<file path="config.mk">
export PLATFORM = sky130hd
export DESIGN_NAME = fft_result_reader
export DESIGN_NICKNAME = d
export VERILOG_FILES = /design/src/rtl/fft_result_reader.sv
export SDC_FILE = /design/constraint.sdc
export NUM_CORES = 1
export LEC_CHECK = 0
export BUFFER_PORTS_ARGS = -buffer_cell sky130_fd_sc_hd__buf_2
export CAP_MARGIN = 20
export CORE_MARGIN = 8
export CORE_UTILIZATION = 37
export DETAILED_ROUTE_END_ITERATION = 8
export PLACE_DENSITY = 0.57
export SLEW_MARGIN = 20
export SYNTH_ARGS = -nofsm -noshare
export SYNTH_HDL_FRONTEND = slang
export SYNTH_SLANG_ARGS = --single-unit
export TNS_END_PERCENT = 20
</file>
<file path="constraint.sdc">
create_clock -name clk -period 2.5 [get_ports clk]
set_input_delay 0.125 -clock clk [delete_from_list [all_inputs] [get_ports clk]]
set_output_delay 0.125 -clock clk [all_outputs]
set_load 0.05 [all_outputs]
</file>
<file path="src/rtl/fft_result_reader.sv">
// fft_result_reader
// Streams the positive-frequency bins of a finished FFT frame out of the
// result RAM in natural order, one bin per three cycles, each tagged with
// its L1 magnitude, and records the strongest non-DC bin for pitch logic.

module fft_result_reader #(
  parameter int BIT_WIDTH = 16,
  parameter int L         = 11
) (
  input  logic                   clk,
  input  logic                   reset,
  input  logic                   start,
  output logic                   rd_en,
  output logic [L-1:0]           rd_addr,
  input  logic [2*BIT_WIDTH-1:0] rd_data,
  output logic                   out_valid,
  input  logic                   out_ready,
  output logic [L-1:0]           out_bin,
  output logic [BIT_WIDTH:0]     out_mag,
  output logic                   busy,
  output logic                   done,
  output logic [L-1:0]           peak_bin,
  output logic [BIT_WIDTH:0]     peak_mag
);

  // Highest bin index read per frame: N/2 - 1
  localparam logic [L-1:0] LAST_BIN = {1'b0, {(L-1){1'b1}}};

  typedef enum logic [2:0] {
    IDLE,
    FETCH,
    WAIT,
    PRESENT,
    DONE
  } state_t;

  state_t state, state_next;

  logic [L-1:0]            bin_cnt;
  logic [L-1:0]            run_bin;
  logic [BIT_WIDTH:0]      run_mag;
  logic signed [BIT_WIDTH:0] re_ext, im_ext;
  logic [BIT_WIDTH:0]      re_abs, im_abs, mag_sum;
  logic                    handshake;

  // The address bus follows the bin counter; the counter only moves on a
  // handshake or a new start, so the address holds outside FETCH.
  assign rd_addr   = bin_cnt;
  assign handshake = (state == PRESENT) && out_ready;

  // L1 magnitude of the word on the read bus; one extra bit makes |-2^(W-1)| exact
  always_comb begin
    re_ext  = {rd_data[2*BIT_WIDTH-1], rd_data[2*BIT_WIDTH-1:BIT_WIDTH]};
    im_ext  = {rd_data[BIT_WIDTH-1], rd_data[BIT_WIDTH-1:0]};
    re_abs  = re_ext[BIT_WIDTH] ? $unsigned(-re_ext) : $unsigned(re_ext);
    im_abs  = im_ext[BIT_WIDTH] ? $unsigned(-im_ext) : $unsigned(im_ext);
    mag_sum = re_abs + im_abs;
  end

  // State register
  always_ff @(posedge clk or negedge reset) begin
    if (!reset) begin
      state <= IDLE;
    end else begin
      state <= state_next;
    end
  end

  // Next-state logic and state-decoded control outputs
  always_comb begin
    state_next = state;
    rd_en      = 1'b0;
    out_valid  = 1'b0;
    done       = 1'b0;
    busy       = (state != IDLE);
    case (state)
      IDLE: begin
        if (start) begin
          state_next = FETCH;
        end
      end
      FETCH: begin
        rd_en      = 1'b1;
        state_next = WAIT;
      end
      WAIT: begin
        state_next = PRESENT;
      end
      PRESENT: begin
        out_valid = 1'b1;
        if (out_ready) begin
          state_next = (bin_cnt == LAST_BIN) ? DONE : FETCH;
        end
      end
      DONE: begin
        done       = 1'b1;
        state_next = IDLE;
      end
      default: begin
        state_next = IDLE;
      end
    endcase
  end

  // Bin counter: cleared at frame start, advanced after each accepted non-final beat
  always_ff @(posedge clk or negedge reset) begin
    if (!reset) begin
      bin_cnt <= '0;
    end else if (state == IDLE && start) begin
      bin_cnt <= '0;
    end else if (handshake && bin_cnt != LAST_BIN) begin
      bin_cnt <= bin_cnt + 1'b1;
    end
  end

  // Output beat register, loaded in the cycle the RAM data is on the bus
  always_ff @(posedge clk or negedge reset) begin
    if (!reset) begin
      out_bin <= '0;
      out_mag <= '0;
    end else if (state == WAIT) begin
      out_bin <= bin_cnt;
      out_mag <= mag_sum;
    end
  end

  // Running peak over accepted non-DC beats; strict compare keeps the lower bin on ties
  always_ff @(posedge clk or negedge reset) begin
    if (!reset) begin
      run_bin <= '0;
      run_mag <= '0;
    end else if (state == IDLE && start) begin
      run_bin <= '0;
      run_mag <= '0;
    end else if (handshake && out_bin != '0 && out_mag > run_mag) begin
      run_bin <= out_bin;
      run_mag <= out_mag;
    end
  end

  // Published peak only changes once a frame has been fully streamed
  always_ff @(posedge clk or negedge reset) begin
    if (!reset) begin
      peak_bin <= '0;
      peak_mag <= '0;
    end else if (state == DONE) begin
      peak_bin <= run_bin;
      peak_mag <= run_mag;
    end
  end

endmodule

</file>
== After elaboration in Yosys (flattened, before gate mapping) ==
Cells that the tools add are included.

* Register bits after elaboration: 98
* Output and inout bits: 71
* Bits of input ports: 36

* Reductions and logical operators: 11
* $lt $le $gt $ge: 1
* Add/sub/neg operators: 4
* Equality and inequality tests: 8
* Mux-type cells: 15

{| class="wikitable"
|+ Operators by type and width
! cell !! count
|-
| $mux 17 || 4
|-
| $mux 11 || 4
|-
| $neg 16->17 || 2
|-
| $add 17x17->17 || 1
|-
| $gt 17x17->1 || 1
|-
| $pmux 3 s4 || 1
|-
| $add 11x1->11 const B || 1
|-
| $eq 11x10->1 const B || 1
|-
| $ne 11x10->1 const B || 1
|-
| $reduce_bool 11->1 || 1
|-
| $mux 3 || 3
|-
| $eq 3x2->1 const B || 2
|-
| $logic_and 1x1->1 || 5
|-
| $ne 2x2->1 const B || 2
|-
| $reduce_bool 2->1 || 2
|-
| $eq 3x1->1 const B || 1
|-
| $eq 3x3->1 const B || 1
|-
| $logic_not 3->1 || 1
|-
| $mux 1 || 3
|-
| $reduce_bool 3->1 || 1
|-
| $reduce_and 2->1 || 1
|}

== Logic depth before layout (Yosys ltp) ==
* Depth in word-level cells: 6
* Mapped depth: 14
* Depth with buffers taken out: 14

== Worst setup path after synthesis ==
Ideal clock, no wire load.

* Kind: input to register
* Start point: in rd_data[17]
* End point: reg out_mag[13]
* Setup slack: -0.369 ns
* Required time: 2.380 ns
* Stages on the path: 13
* Arrival time: 2.749 ns
* Library setup time: 0.120 ns
* Cells stage by stage: inv_1 -> ha_1 -> nand2_1 -> or3_1 -> or3_1 -> o31ai_1 -> xnor2_1 -> ha_1 -> and3_1 -> a31oi_1 -> a21oi_1 -> or3_1 -> a31o_2

* Cells in the longest elaborated chain, start to end: 3

{| class="wikitable"
|+ RTL lines
! item !! RTL line !! source
|-
| start, declared || 15 || <nowiki>input logic [2*BIT_WIDTH-1:0] rd_data,</nowiki>
|-
| $neg 16->17 || 55 || <nowiki>re_abs = re_ext[BIT_WIDTH] ? $unsigned(-re_ext) : $unsigned(re_ext);</nowiki>
|-
| $mux 17 * || 55 ||
|-
| $add 17x17->17 * || 57 || <nowiki>mag_sum = re_abs + im_abs;</nowiki>
|-
| end signal, assigned || 123 || <nowiki>out_mag <= mag_sum;</nowiki>
|-
| end, declared || 19 || <nowiki>output logic [BIT_WIDTH:0] out_mag,</nowiki>
|}

Mark *: on every way between the ends. The rest lies on a longest branch, timed or not.
A chain may end at the register's enable or synchronous reset.

== Worst setup path in the final report ==
* Start point: in rd_data[16]
* End point: reg out_mag[13]

Same word-level chain as after synthesis.

==> summary.md <==
| Metric | Value |
|---|---|
| WP buf/inv | 2 |
| Most frequent CP cell | or3_4 |
| FP Rows | 45 |
| DR DRC count | 0 |
| Status | finished, violations left |
| Layout cells sized above 1 | 41.1% |
| Combinational power share | 52.6% |
| Min-delay worst type | input port to register |
| DR vias | 4906 |
| Dpl cells | 956 |
| GRT overflow | 0 |
| First-pass GRT wire length | 25600 um |
| Hold WS | 0.131 ns |
| Crit. End Element | register |
| H-tree levels | 3 |
| Final hold vios | 0 |
| Async S/R FF share, synth | 100% |
| Core ar. | 0.0151 mm2 |
| Critical-path top delay cell | or3_4 |
| Vias in the first global route | 5194 |
| Slew headroom | 57.3% |
| WP data required | 2.73 ns |
| Reg power frac | 28.6% |
| Vias per Instance | 4.97 |
| Ys flop type | dfrtp_1 |
| Detailed Place HPWL | 11900 um |
| Seq/Total Area, Yosys | 42.9% |
| Final Skew | 0.0104 ns |
| Leading cell types by total area after synthesis | dfrtp_1, ha_1, mux2_2 |
| Non-Filler Instances | 988 |
| Worst-margin pin slew | 0.639 ns |
| IO buf count | 106 |
| Post-synthesis cell type count | 52 |
| Final min period | 2.62 ns |
| Clock Sinks | 98 |
| TritonCTS Buffers | 9 |
| Clk slew on worst S/H paths | 0.07 ns |
| GRT Overall Usage | 15.7% |
| Max frequency | 381 MHz |
| Die H | 140 um |
| Fillers | 1348 |
| Hold EP | state[0]$_DFFE_PN0P_ |
| Count leader, synth | dfrtp_1 |
| Die area | 0.0197 mm2 |
| Global placement routability congestion | 0.833 |
| Slowest Stage Delay on Critical Path | 0.37 ns |
| Post-synth top area cell | dfrtp_1 |
| Power per cell area | 966 mW/mm2 |
| Worst reg-to-reg setup slack | -0.08 ns |
| Reg-to-Reg Start | out_mag[10]$_DFFE_PN0N_ |
| Commonest cells post-synth | dfrtp_1, nand2_1, inv_1 |
| Antenna violations before repair | 0 |
| Clock Power Share | 18.8% |
| Syn nets | 657 |
| Critical path class | input port to register |
| CTS tree | yes |
| Initial core utilization | 37.8% |
| Final WL | 15600 um |
| Gate Count Post-Synth | 584 |
| Critical Path, Cell by Cell | buf_8 > inv_4 > ha_4 > nand2_2 > or3_4 > or3_4 > o31ai_4 > xnor2_1 > ha_1 > and3_4 > nand4_1 > o21bai_4 > a21oi_1 > or3_1 > a31o_2 |
| Final net count | 868 |
| Crit share post-route | 105% |
| Delay-heaviest family, CP | simple AND/OR/NAND/NOR gates |
| Iteration-0 DRC Markers | 231 |
| Setup WS post-layout | -0.125 ns |
| Sw frac | 42.6% |
| Number of diodes | 0 |
| Pin count of the biggest net entering global routing | 48 |
| Layout area overhead | 41.2% |
| Crit start category | input port |
| RSZ-0062 raised after global routing | true |
| Worst Hold Depth | 3 |
| Int Pwr | 4.48 mW |
| Top cell type's share of synthesized area | 42.9% |
| Clk Tree Root Cell | clkbuf_16 |
| Yosys warning count | 0 |
| WL/cell | 15.8 um |
| Max-slew violations | 0 |
| Post-synth EDFFs | 0 |
| First-pass DRT Iterations | 4 |
| # IOs | 107 |
| Final setup fails | 28 |
| Clk_lat worst skew | 0.34 ns |
| Pwr Total | 7.80 mW |
| Register bit total from synthesis | 98 |
| Static Leak | 3.93 nW |
| Hold wc startpoint | start |
| Die width | 140 um |
| Reg2reg path depth | 9 |
| Syn Std Cell Area | 0.00572 mm2 |
| Post-synthesis area per instance | 9.79 um2 |
| Post-DRT Antenna Nets | 0 |
| Failing checks | negative setup slack |
| Worst r2r dst | run_mag[8]$_DFFE_PN0P_ |
| Worst VDD drop | 0.398 mV |
| NetSw | 3.32 mW |
| CP Data Arrival Time | 2.86 ns |
| CP Max Fanout | 4 |
| Max-cap violations | 0 |
| CTS max path bufs | 2 |
layout make-up:
type	count	area, um2	share of cell area (%)
multi-input cells	425	3370	41.8
well taps	188	235	2.91
flip-flops and latches	98	2460	30.4
clock buffers	10	239	2.96
inverters	43	171	2.12
repair buffers	218	1520	18.8
clock inverters	6	77.6	0.961
metrics by stage:
stage	area (um2)	setup slack [ns]	setup TNS (ns)	util [%]
final	8080	-0.125	-1.56	53.3
after global routing	8080	-0.213	-4.79	53.3
after CTS	7760	-0.180	-1.31	51.2
after detailed placement	7210	-0.573	-11.28	47.6
after global placement	7210	-0.484	-11.04	47.6
after floorplan	5780	-0.272	-4.54	-
kinds of logic after synthesis:
| family | after synthesis | share of synthesized area (%) |
|---|---|---|
| buffers and inverters | 61 | 4.33 |
| adders and majority gates | 37 | 8.23 |
| AOI/OAI and AO/OA | 110 | 12.1 |
| DFF | 98 | 42.9 |
| muxes | 58 | 11.6 |
| and+or+nand+nor | 182 | 15.1 |
| xor gates and xnor gates | 38 | 5.82 |
worst max-delay path by stage:
stage,startpoint,end,slack (ns),cells past startpoint
floorplan,rd_data[1],out_mag[13]$_DFFE_PN0N_,-0.27,14
global placement,rd_data[16],out_mag[13]$_DFFE_PN0N_,-0.48,15
detailed placement,rd_data[16],out_mag[13]$_DFFE_PN0N_,-0.57,15
CTS,rd_data[16],out_mag[13]$_DFFE_PN0N_,-0.18,15
global route,rd_data[2],out_mag[13]$_DFFE_PN0N_,-0.21,14
finish,rd_data[16],out_mag[13]$_DFFE_PN0N_,-0.12,15
power groups by stage:
stage          registers, mW  logic [mW]  clock network, mW
2_1_floorplan           2.85        1.72                  0
3_3_place_gp            2.22        3.58                  0
3_5_place_dp            2.23        3.65                  0
4_1_cts                 2.22        3.96               1.49
5_1_grt                 2.26        4.50               1.56
6_report                2.23        4.10               1.47
worst register-to-register path: cells and delay by family (launching register included):
kind	cells	cell delay, ns
compound gates	3	0.49
fa+ha+maj	1	0.27
buf+inv	2	0.27
flops	1	0.42
mux	1	0.31
simple gates	2	0.70
per-layer routing:
layer	global-route usage [%]	wire, um	vias to the layer above
met5	0	0	-
met4	4.00	161	0
met3	3.30	668	13
met2	26.3	7570	95
met1	20.0	7190	2339
li1	-	-	2459
registers in the layout, summed over array words and instances, names as in the netlist:
name and count:
peak_bin 11, peak_mag 17, state 3, rd_addr 11, run_bin 11, run_mag 17
out_mag 17, out_bin 11
repair_timing:
item | CTS | global route
pin swaps | 9 | 14
gates cloned | 2 | 0
buffers inserted | 2 | 10
resized for setup | 24 | 58
hold buffers | 2 | 0
endpoints found under the setup margin | 34 | 35
hold endpoints to repair | 45 | 0
cells in the final DEF (no fill, tap or decap), drive strengths merged, types with 2 or more instances in the layout:
cell type	Yosys	layout
a211oi	3	3
a21boi	2	2
a21o	6	6
a21oi	26	26
a31oi	5	5
and2	3	3
and3	3	3
buf	3	216
clkbuf	15	10
dfrtp	98	98
dlygate4sd3	0	2
ha	36	36
inv	43	47
mux2	44	44
mux2i	14	14
nand2	69	69
nand2b	5	5
nand3	15	15
nand3b	2	2
nand4	5	5
nor2	38	38
nor2b	4	4
nor3	13	13
nor3b	5	5
nor4	3	3
nor4bb	2	2
o211ai	5	5
o21ai	40	40
o21bai	2	2
o311ai	2	2
o31ai	9	9
o41ai	4	4
or2	2	2
or3	8	8
or4	3	3
xnor2	33	33
xor2	5	5
Note: power is estimated with default switching activity, not from simulation.
